## src/rtl/sram_pkg.sv

```systemverilog
// Shared defaults and state type for the SRAM read-side controller.
package sram_pkg;
  localparam int unsigned SRAM_DATA_WIDTH = 32;
  localparam int unsigned SRAM_ADDR_WIDTH = 11;
  localparam int unsigned SRAM_LEN_WIDTH  = 4;
  localparam int unsigned SRAM_FIFO_DEPTH = 4;

  typedef enum logic {
    RD_IDLE  = 1'b0,
    RD_BURST = 1'b1
  } rd_state_t;
endpackage

```

## src/rtl/sram_rd_fifo.sv

```systemverilog
// Synchronous show-ahead response FIFO; outputs zero data while empty.
module sram_rd_fifo #(
  parameter int unsigned WIDTH = 32,
  parameter int unsigned DEPTH = 4
) (
  input  logic                     clk,
  input  logic                     rst,
  input  logic                     push,
  input  logic [WIDTH-1:0]         push_data,
  input  logic                     pop,
  output logic [WIDTH-1:0]         pop_data,
  output logic [$clog2(DEPTH):0]   count,
  output logic                     empty
);
  localparam int unsigned AW = $clog2(DEPTH);
  localparam int unsigned CW = AW + 1;
  localparam logic [AW-1:0] PTR_ONE = 1;
  localparam logic [CW-1:0] CNT_ONE = 1;

  logic [WIDTH-1:0] mem_q [DEPTH];
  logic [AW-1:0]    wr_ptr_q, rd_ptr_q;
  logic [CW-1:0]    count_q, count_d;
  logic             full, do_push, do_pop;

  assign empty   = (count_q == '0);
  assign full    = (count_q == CW'(DEPTH));
  assign do_push = push && (!full || pop);
  // A pop while empty only takes effect against a same-cycle push.
  assign do_pop  = pop && (!empty || push);

  always_comb begin
    count_d = count_q;
    if (do_push && !do_pop) begin
      count_d = count_q + CNT_ONE;
    end else if (do_pop && !do_push) begin
      count_d = count_q - CNT_ONE;
    end
  end

  always_ff @(posedge clk) begin
    if (rst) begin
      wr_ptr_q <= '0;
      rd_ptr_q <= '0;
      count_q  <= '0;
    end else begin
      count_q <= count_d;
      if (do_push) wr_ptr_q <= wr_ptr_q + PTR_ONE;
      if (do_pop)  rd_ptr_q <= rd_ptr_q + PTR_ONE;
    end
  end

  always_ff @(posedge clk) begin
    if (do_push) mem_q[wr_ptr_q] <= push_data;
  end

  assign pop_data = empty ? '0 : mem_q[rd_ptr_q];
  assign count    = count_q;
endmodule

```

## src/rtl/sram_rd_ctrl.sv

```systemverilog
// Read-side controller for SRAM port 1 with credit-limited response FIFO.
// Burst requests (req_len honoured) are enabled by defining SRAM_RD_BURST_EN.
module sram_rd_ctrl
  import sram_pkg::*;
#(
  parameter int unsigned DATA_WIDTH = SRAM_DATA_WIDTH,
  parameter int unsigned ADDR_WIDTH = SRAM_ADDR_WIDTH,
  parameter int unsigned FIFO_DEPTH = SRAM_FIFO_DEPTH,
  parameter int unsigned LEN_WIDTH  = SRAM_LEN_WIDTH
) (
  input  logic                  clk,
  input  logic                  rst,
  input  logic                  req_valid,
  output logic                  req_ready,
  input  logic [ADDR_WIDTH-1:0] req_addr,
  input  logic [LEN_WIDTH-1:0]  req_len,
  output logic                  rsp_valid,
  input  logic                  rsp_ready,
  output logic [DATA_WIDTH-1:0] rsp_data,
  output logic                  csb1,
  output logic [ADDR_WIDTH-1:0] addr1,
  input  logic [DATA_WIDTH-1:0] dout1,
  output logic                  busy
);
  localparam int unsigned CW = $clog2(FIFO_DEPTH) + 1;

  rd_state_t             state_q, state_d;
  logic                  csb1_q;
  logic [ADDR_WIDTH-1:0] addr1_q, addr1_d;
  logic [1:0]            inflight_q;
  logic                  issue;
  logic [CW-1:0]         fifo_count;
  logic                  fifo_empty;
  logic [CW:0]           occupancy;
  logic                  credit;

`ifdef SRAM_RD_BURST_EN
  localparam logic [ADDR_WIDTH-1:0] ADDR_ONE = 1;
  localparam logic [LEN_WIDTH-1:0]  LEN_ONE  = 1;
  logic [ADDR_WIDTH-1:0] baddr_q, baddr_d;
  logic [LEN_WIDTH-1:0]  remain_q, remain_d;
`else
  logic unused_len;
  assign unused_len = ^req_len;
`endif

  // Credit is taken from registered state only, so a same-cycle pop does not free a slot early.
  assign occupancy = {1'b0, fifo_count} + (CW+1)'(inflight_q[0]) + (CW+1)'(inflight_q[1]);
  assign credit    = !rst && (occupancy < (CW+1)'(FIFO_DEPTH));

  always_comb begin
    state_d   = state_q;
    addr1_d   = addr1_q;
    issue     = 1'b0;
    req_ready = 1'b0;
`ifdef SRAM_RD_BURST_EN
    baddr_d   = baddr_q;
    remain_d  = remain_q;
`endif
    case (state_q)
      RD_IDLE: begin
        req_ready = credit;
        if (req_valid && credit) begin
          issue   = 1'b1;
          addr1_d = req_addr;
`ifdef SRAM_RD_BURST_EN
          if (req_len != '0) begin
            state_d  = RD_BURST;
            baddr_d  = req_addr + ADDR_ONE;
            remain_d = req_len;
          end
`endif
        end
      end
      RD_BURST: begin
`ifdef SRAM_RD_BURST_EN
        if (credit) begin
          issue    = 1'b1;
          addr1_d  = baddr_q;
          baddr_d  = baddr_q + ADDR_ONE;
          remain_d = remain_q - LEN_ONE;
          if (remain_q == LEN_ONE) state_d = RD_IDLE;
        end
`else
        state_d = RD_IDLE;
`endif
      end
      default: state_d = RD_IDLE;
    endcase
  end

  always_ff @(posedge clk) begin
    if (rst) begin
      state_q    <= RD_IDLE;
      csb1_q     <= 1'b1;
      addr1_q    <= '0;
      inflight_q <= '0;
`ifdef SRAM_RD_BURST_EN
      baddr_q    <= '0;
      remain_q   <= '0;
`endif
    end else begin
      state_q    <= state_d;
      csb1_q     <= !issue;
      addr1_q    <= addr1_d;
      inflight_q <= {inflight_q[0], issue};
`ifdef SRAM_RD_BURST_EN
      baddr_q    <= baddr_d;
      remain_q   <= remain_d;
`endif
    end
  end

  sram_rd_fifo #(
    .WIDTH (DATA_WIDTH),
    .DEPTH (FIFO_DEPTH)
  ) u_fifo (
    .clk       (clk),
    .rst       (rst),
    .push      (inflight_q[1]),
    .push_data (dout1),
    .pop       (rsp_valid && rsp_ready),
    .pop_data  (rsp_data),
    .count     (fifo_count),
    .empty     (fifo_empty)
  );

  assign rsp_valid = !fifo_empty;
  assign csb1      = csb1_q;
  assign addr1     = addr1_q;
  assign busy      = (state_q == RD_BURST) || (|inflight_q) || !fifo_empty;
endmodule

```

## config.mk

```make
export PLATFORM = sky130hd
export DESIGN_NAME = sram_rd_ctrl
export DESIGN_NICKNAME = d
export VERILOG_FILES = /design/src/rtl/sram_pkg.sv /design/src/rtl/sram_rd_fifo.sv /design/src/rtl/sram_rd_ctrl.sv
export SDC_FILE = /design/constraint.sdc
export NUM_CORES = 1
export LEC_CHECK = 0
export CAP_MARGIN = 20
export CORE_UTILIZATION = 53
export DETAILED_ROUTE_END_ITERATION = 10
export GPL_ROUTABILITY_DRIVEN = 0
export PLACE_DENSITY_LB_ADDON = 0.25
export SLEW_MARGIN = 10
export SYNTH_ARGS = -nofsm -noshare
export SYNTH_HDL_FRONTEND = slang
export SYNTH_SLANG_ARGS = --single-unit
```

## constraint.sdc

```tcl
create_clock -name clk -period 2.69 [get_ports clk]
set_input_delay 0.538 -clock clk [delete_from_list [all_inputs] [get_ports clk]]
set_output_delay 0.538 -clock clk [all_outputs]
set_load 0.1 [all_outputs]
```

== Word level (Yosys, flattened, before mapping) ==
Memories as Yosys holds them, arrays and structs flattened. A register that Yosys moved wholly into a read port is not among the register bits.
Cells that the tools add are included.
Word-level totals
  flip-flop bits (word level): 21
  memory bits (writable): 128
  bits of input ports: 51
  output and inout port bits: 47
  logic and storage cells: 42
  memories kept: 1
Memory list
  u_fifo.mem_q: words 4, bits a word 32, rd ports 1, clocked after memory_dff 1, wr ports 1, line sram_rd_fifo.sv:20  | logic [WIDTH-1:0] mem_q [DEPTH];
Operators by class
  add/sub/neg operators: 6
  magnitude comparators: 1
  equal/unequal tests: 1
  mux-type cells: 8
  reduce and logical (&&, ||, !) cells: 19
Operators by type and width (count)
  two-way mux 32 bit: 1
  logical AND 1 bit: 7
  logical NOT 1 bit: 6
  two-way mux 3 bit: 2
  adder 2 x 1 -> 2 bit, second input constant: 2
  adder 3 x 1 -> 4 bit: 1
  adder 4 x 1 -> 4 bit: 1
  less-than comparator 4 x 3 -> 1 bit, second input constant: 1
  two-way mux 2 bit: 2
  adder 3 x 1 -> 3 bit, second input constant: 1
  == test 3 bit, second input constant: 1
  logical NOT 3 bit: 1
  logical OR 1 bit: 3
  two-way mux 1 bit: 3
  subtractor 3 x 1 -> 3 bit, second input constant: 1
  nonzero test 2 bit: 1
  OR reduction 2 bit: 1

== Logic depth before layout (Yosys ltp) ==
Gate-level depths: netlist of run 1.
  word-level depth: 9
  gate-level depth with buffers: 9
  depth with buffers taken out: 8

== Modules after synthesis ==
A second synthesis of run 1 with hierarchy kept.
Unflattened totals
  cells, all modules: 298
  area, all modules: 5900.7 sq um
By module, submodules not included
  sram_rd_fifo: instances 1, cells an instance 250, area an instance 5312.6 sq um, sequential area each 4023.9 sq um
  sram_rd_ctrl: instances 1, cells an instance 48, area an instance 588.1 sq um, sequential area each 280.3 sq um

== Worst setup path after synthesis of run 1 ==
Ideal clock, no wire load.
  path kind: register to output
  start point: register u_fifo.count_q[0] (netlist: u_fifo.count[0])
  end point: output rsp_data[22]
  data arrival time: 2509 ps
  data required time: 2152 ps
  path slack: -357 ps
  cell stages (with the launch flop): 4
  buffers on the path: 1
  cell sequence: dfxtp_1 or3_1 clkbuf_1 and2_1
Between the ends
  longest elaborated chain between the ends: 2
RTL lines
  start: declaration: line sram_rd_fifo.sv:22  | logic [CW-1:0] count_q, count_d;
  start signal: assignment: line sram_rd_fifo.sv:46  | count_q <= count_d;
  logical NOT 3 bit: line sram_rd_fifo.sv:25  | assign empty = (count_q == '0);
  two-way mux 32 bit: line sram_rd_fifo.sv:56  | assign pop_data = empty ? '0 : mem_q[rd_ptr_q];
  end: declaration: line sram_rd_ctrl.sv:19  | output logic [DATA_WIDTH-1:0] rsp_data,
Every way passes these cells.

==> flow_metrics.tcl, run 1 <==
set metrics [dict create \
    io_buffers 93 \
    drt_iter0_drc 176 \
    pre_cts_slack_ns 0.007194 \
    drive_above_1_share_pct 34.60 \
    route.detailed.wl_per_inst_um 18.73 \
    critPathMaxFanout 20 \
    synthCells 298 \
    grt.total_usage_pct 20.10 \
    grt_max_degree 26 \
    cts_tree "yes" \
    cts.clk_slew.worst_paths_ns 0.07 \
    route.detailed.drc 0 \
    cp.depth 4 \
    cts_max_path_buffers 2 \
    wl_met2_mm 5.485 \
    r2r.worst_path.cells 7 \
    synth_area_mm2 0.005854 \
    relSlewSlack_pct 49.15 \
    antenna_found_initial 0 \
    power_density_mw_per_mm2 1155 \
    synth_area_leader_cell "edfxtp_1" \
    crit_path_max_incr_delay_ns 0.54 \
    synthTopCellsByArea "edfxtp_1 (66%), mux4_2 (12%), dfxtp_1 (7.9%)" \
    n_fill_cell 623 \
    core_mm2 0.01079 \
    cts_made_buffers 17 \
    dr_wl_met3_um 660 \
    final-setup-viol-count 0 \
    top_layer "met4" \
    crit_path_start_kind "register" \
    cts_setup_buffers 0 \
    min_period_ns 2.596 \
    outcome "completed" \
    slowest_stage "mux4_2" \
    drt-pass1-iter-count 6 \
    synth_nets 356 \
    place_area_mm2 0.007333 \
    synthToLayoutAreaGrowth_pct 35.48 \
    fin_ws_ns 0.09353 \
    htree_num_levels 4 \
    tightest_slew_ns 0.7628 \
    worstSkewPairLatency_ns 0.52 \
    finalMaxSlewViolations 0 \
    rsz0062_at_grt "no" \
    fmax_mhz 385.1 \
    antennaDiodeCount 0 \
    num_rows 38 \
    end_kind "primary output" \
    dp_hpwl_mm 6.688 \
    dr_total_vias 3042 \
    total_power_w 0.009161 \
    final_cell_area_mm2 0.007931 \
    yosys_register_bits 151 \
    crit_buf_inv 2 \
    ant_nets 0 \
    die_w_um 107.1 \
    fin_skew_ns 0.007286 \
    period_share_pct 96.52 \
    synth_top_area_share_pct 65.66 \
    cts_sinks 151 \
    min_path_cells 1 \
    critPathRequiredTime_ns 2.15 \
    setup.worst_path.class "reg -> out" \
    crit_family "multiplexers" \
    hold_buffers 0 \
    grt_pass1_vias 3081 \
    grt_pass1_wl_mm 16.36 \
    met1Wirelength_mm 4.216 \
    fin_nets 467 \
    clockRootBuffer "clkbuf_8" \
    yosys_warnings 0 \
    synth_cell_types 29 \
    start_util_pct 54.24 \
    design.die.area_mm2 0.01147 \
    setup_tns_ns 0 \
    seq_area_frac_synth_pct 73.52 \
    crit_arrival_ns 2.06 \
    via_per_inst 5.413 \
    final_cell_mix "edfxtp_1 (128), clkdlybuf4s50_1 (46), buf_12 (36)" \
    syn_avg_cell_area_um2 19.65 \
    path_cells "buf_8, mux4_2, and2_1, buf_12" \
    peakVddDrop_v 0.0007795 \
    grt_overflow 0 \
    totalWireLength_mm 10.52 \
    final_common_cell "edfxtp_1" \
    p_leak_nw 2.785 \
    hold_path.class "reg -> reg" \
    finalHoldViolations 0 \
    maxCapViolations 0 \
    die_h_um 107.1 \
    io-pin-count 98 \
]
[logic make-up (layout without fill, tap and decap cells)]
kind of cell               count (synthesis)  in the layout  synth area share [%]
DFF                                      151            151                 73.52
and+or+nand+nor                           61             61                 6.326
muxes                                     44             44                 15.11
buffers and inverters                     20            144                 1.603
AOI/OAI and AO/OA                         11             11                 1.218
adders and majority gates                  7              7                 1.624
xor gates and xnor gates                   4              4                0.5984
[cells in the mapped netlist]
| master | number |
|---|---|
| a211o_1 | 1 |
| a21oi_1 | 3 |
| a311o_1 | 1 |
| a31oi_1 | 1 |
| and2_1 | 32 |
| and3_1 | 4 |
| buf_1 | 1 |
| buf_2 | 3 |
| buf_6 | 2 |
| clkbuf_1 | 8 |
| dfxtp_1 | 23 |
| edfxtp_1 | 128 |
| fa_1 | 1 |
| ha_1 | 6 |
| inv_1 | 6 |
| mux2_2 | 3 |
| mux2_4 | 8 |
| mux2i_1 | 1 |
| mux4_2 | 32 |
| nand3_1 | 2 |
| nor2_1 | 6 |
| nor2b_1 | 12 |
| nor4b_1 | 1 |
| o21ai_0 | 3 |
| o311ai_0 | 1 |
| o31ai_1 | 1 |
| or3_1 | 3 |
| or4b_2 | 1 |
| xor2_1 | 4 |
[power by group]
group / internal (W) / total [W] / switching, W
Combinational: 0.00148 / 0.00414 / 0.00266
Sequential: 0.00265 / 0.00273 / 0.0000844
Clock: 0.00134 / 0.00229 / 0.000950
[flip-flops by register name, indices dropped and copies added, names as in the netlist, named ones only]
register         flops
u_fifo.mem_q       128
u_fifo.rd_ptr_q      2
inflight_q           2
u_fifo.count         3
u_fifo.wr_ptr_q      2
csb1                 1
addr1               11
[what timing repair did]
action	in CTS	in global routing
endpoints found under the hold margin	0	0
gates resized for setup	2	4
endpoints found under the setup margin	24	23
[area by class of cell]
cell class	instances	area [um^2]	area share, %
Sequential cell	151	4309	54.33
Multi-Input combinational cell	127	1473	18.57
Timing Repair Buffer	106	1373	17.31
Clock buffer	17	414.1	5.222
Tap cell	140	175.2	2.209
Clock inverter	15	165.2	2.082
Inverter	6	22.52	0.2840
[worst paths after layout]
check | start | to | slack [ns]
max | register | rsp_data[31] | 0.09
max reg2reg | u_fifo.count[2]$_SDFFE_PP0P_ | u_fifo.count[2]$_SDFFE_PP0P_ | 0.59
min reg2reg | inflight_q[0]$_SDFF_PP0_ | inflight_q[1]$_SDFF_PP0_ | 0.52
min | inflight_q[0]$_SDFF_PP0_ | inflight_q[1]$_SDFF_PP0_ | 0.52
[routing by layer]
| layer | up-vias | track usage, % |
|---|---|---|
| met5 | - | 0 |
| met4 | 0 | 7.632 |
| met3 | 17 | 6.748 |
| met2 | 103 | 33.92 |
| met1 | 1534 | 23.96 |
| li1 | 1388 | - |
[through the flow]
step                      hold slack (ns)  instances  utilization (%)
after floorplan                    0.4810        298                -
after global placement             0.4955        530            67.95
after detailed placement           0.5207        530            67.95
after CTS                          0.5295        562            73.39
after global routing               0.5482        562            73.49
final                              0.5178        562            73.49
(Power assumes the default switching activity.)
==> run 2, diff against run 1 <==
- SYNTH_HIERARCHICAL: default -> 1
==> run 2 against run 1 <==
Net effect:
- first-iteration DRC count decreased by 30%
- critical endpoint is now rsp_data[1]
- global-route usage increased by 0.37 points
- largest power group unchanged
- via count decreased by 1.2%
- core utilization decreased by 0.11 points
- non-clock buffer count decreased by 6
- maximum frequency decreased by 0.21%
- critical path depth unchanged
==> flow_metrics.tcl, run 2 <==
set metrics [dict create \
    synth_top_area_share_pct 65.14 \
    slowest_stage "mux4_2" \
    design.die.area_mm2 0.01156 \
    crit_arrival_ns 2.06 \
    grt_pass1_vias 3246 \
    crit_buf_inv 2 \
    crit_path_start_kind "register" \
    synth_area_leader_cell "edfxtp_1" \
    cts_made_buffers 17 \
    hold_path.class "reg -> reg" \
    crit_path_max_incr_delay_ns 0.52 \
    cts_tree "yes" \
    top_register "u_fifo/mem_q" \
    power_density_mw_per_mm2 1207 \
    grt_overflow 0 \
    ant_nets 0 \
    num_rows 38 \
    finalMaxSlewViolations 0 \
    end_kind "primary output" \
    cts_max_path_buffers 2 \
    grt.total_usage_pct 20.48 \
    place_area_mm2 0.007338 \
    htree_num_levels 4 \
    yosys_register_bits 151 \
    seq_area_frac_synth_pct 72.94 \
    path_cells "buf_16, mux4_2, nor2b_1, buf_12" \
    yosys_warnings 6 \
    synthTopCellsByCount "edfxtp_1 (128), nor2b_1 (43), mux4_2 (32), dfxtp_1 (23), mux2_4 (9)" \
    seq_area_mm2 0.004309 \
    via_per_inst 5.397 \
    finalHoldViolations 0 \
    synthCells 298 \
    synth_cell_types 29 \
    grt_max_degree 33 \
    synthToLayoutAreaGrowth_pct 34.80 \
    min_period_ns 2.602 \
    critPathRequiredTime_ns 2.15 \
    worstSkewPairLatency_ns 0.51 \
    synthTopCellsByArea "edfxtp_1 (65%), mux4_2 (12%), dfxtp_1 (7.8%)" \
    drt_iter0_drc 124 \
    route.detailed.drc 0 \
    peakVddDrop_v 0.001439 \
    die_h_um 107.5 \
    synth-edff-count 128 \
    clockRootBuffer "clkbuf_8" \
    final_common_cell "edfxtp_1" \
    io-pin-count 98 \
    maxCapViolations 0 \
    antennaDiodeCount 0 \
    die_w_um 107.5 \
    start_util_pct 54.43 \
    outcome "completed" \
    fin_ws_ns 0.08798 \
    final-setup-viol-count 0 \
    final_cell_mix "edfxtp_1 (128), clkdlybuf4s50_1 (46), buf_12 (34)" \
    critPathMaxFanout 14 \
    antenna_found_initial 0 \
    pre_cts_slack_ns -0.06184 \
    core_mm2 0.01084 \
    crit_family "multiplexers" \
    cts.clk_slew.worst_paths_ns 0.06 \
    drt-pass1-iter-count 4 \
    period_share_pct 96.73 \
    final_cell_area_mm2 0.007954 \
    synth_nets 356 \
    synthFlopType "edfxtp_1" \
    setup.worst_path.class "reg -> out" \
    route.detailed.wl_per_inst_um 19.31 \
    rsz0062_at_grt "no" \
    totalWireLength_mm 10.76 \
    grt_pass1_wl_mm 16.96 \
    multiInputGateArea_mm2 0.001550 \
    p_leak_nw 2.731 \
    fin_skew_ns 0.006453 \
    cts_sinks 151 \
    fin_nets 462 \
    tightest_slew_ns 0.9248 \
    syn_avg_cell_area_um2 19.80 \
    synth_area_mm2 0.005901 \
    relSlewSlack_pct 38.35 \
    fmax_mhz 384.3 \
    synthArstFlopShare_pct 0 \
    dr_total_vias 3006 \
    largest_reg_flops 128 \
    n_fill_cell 645 \
    drive_above_1_share_pct 38.13 \
    io_buffers 93 \
    synth_most_common_cell "edfxtp_1" \
    dp_hpwl_mm 5.925 \
]
run 2: cell count changes after synthesis, moves of 4 or more:
cell,change
and2_1,-28
clkbuf_1,-4
nor2b_1,+31
and3_1,-4
run 2: report_power, final:
group	internal [W]	total (W)	switching [W]
Sequential	0.00265	0.00275	0.0000992
Combinational	0.00158	0.00465	0.00307
Clock	0.00125	0.00220	0.000949
Total	0.00549	0.00960	0.00411
run 2: worst paths after layout:
kind / slack [ns] / endpoint / cells past startpoint / startpoint
max: 0.09 / rsp_data[1] / 4 / register
max reg2reg: 0.25 / u_fifo/count[2]$_SDFFE_PP0P_ / 9 / u_fifo/count[1]$_SDFFE_PP0P_
min: 0.50 / register / 2 / u_fifo/rd_ptr_q[1]$_SDFFE_PP0P_
min reg2reg: 0.50 / register / 2 / u_fifo/rd_ptr_q[1]$_SDFFE_PP0P_
run 2: final cells by class:
class                           instances  share of cell area, %
Clock inverter                         14                  1.746
Tap cell                              140                  2.202
Timing Repair Buffer                  100                  16.75
Multi-Input combinational cell        126                  19.49
Inverter                                8                 0.3775
Clock buffer                           18                  5.254
Sequential cell                       151                  54.18
run 2: tightest hold or removal path, stage by stage, from the launching register on:
cell and delay, ns:
dfxtp_1 0.31, o21ai_0 0.07, a21oi_1 0.08
run 2: metrics by stage:
stage,cells,total power (W),utilization [%],hold WS (ns),setup TNS [ns]
2_1_floorplan,298,0.005876,-,0.4591,-1.263
3_3_place_gp,523,0.007357,67.69,0.4645,-0.002831
3_5_place_dp,523,0.007397,67.69,0.4817,-0.06184
4_1_cts,556,0.009624,73.11,0.4999,0
5_1_grt,557,0.009907,73.37,0.5152,0
6_report,557,0.009600,73.37,0.5016,0
run 2: logic make-up after synthesis:
group / share of synthesized area (%)
DFF: 72.94
and+or+nand+nor: 6.234
xor gates and xnor gates: 0.4454
muxes: 15.42
AOI/OAI and AO/OA: 1.400
buffers and inverters: 1.951
adders and majority gates: 1.612
run 2: layer usage:
metal / GRT usage (%) / up-vias / part of all wire (%)
met4: 6.751 / 0 / 1.3
met2: 34.52 / 90 / 51
met1: 25.56 / 1531 / 43
li1: - / 1369 / -
met5: 0 / - / 0
met3: 5.811 / 16 / 4.9
run 2: what timing repair did:
item / in CTS / in global routing
hold buffers: 0 / 0
gates cloned: 1 / 1
setup endpoints to repair: 29 / 26
setup buffers: 0 / 0
gates resized for setup: 2 / 1
pin swaps: 0 / 0
==> run 3, diff against run 2 <==
- CAP_MARGIN: 20 -> default
==> results of run 3 <==
Same layout as run 2: the final DEF is identical, and so are final timing and power.
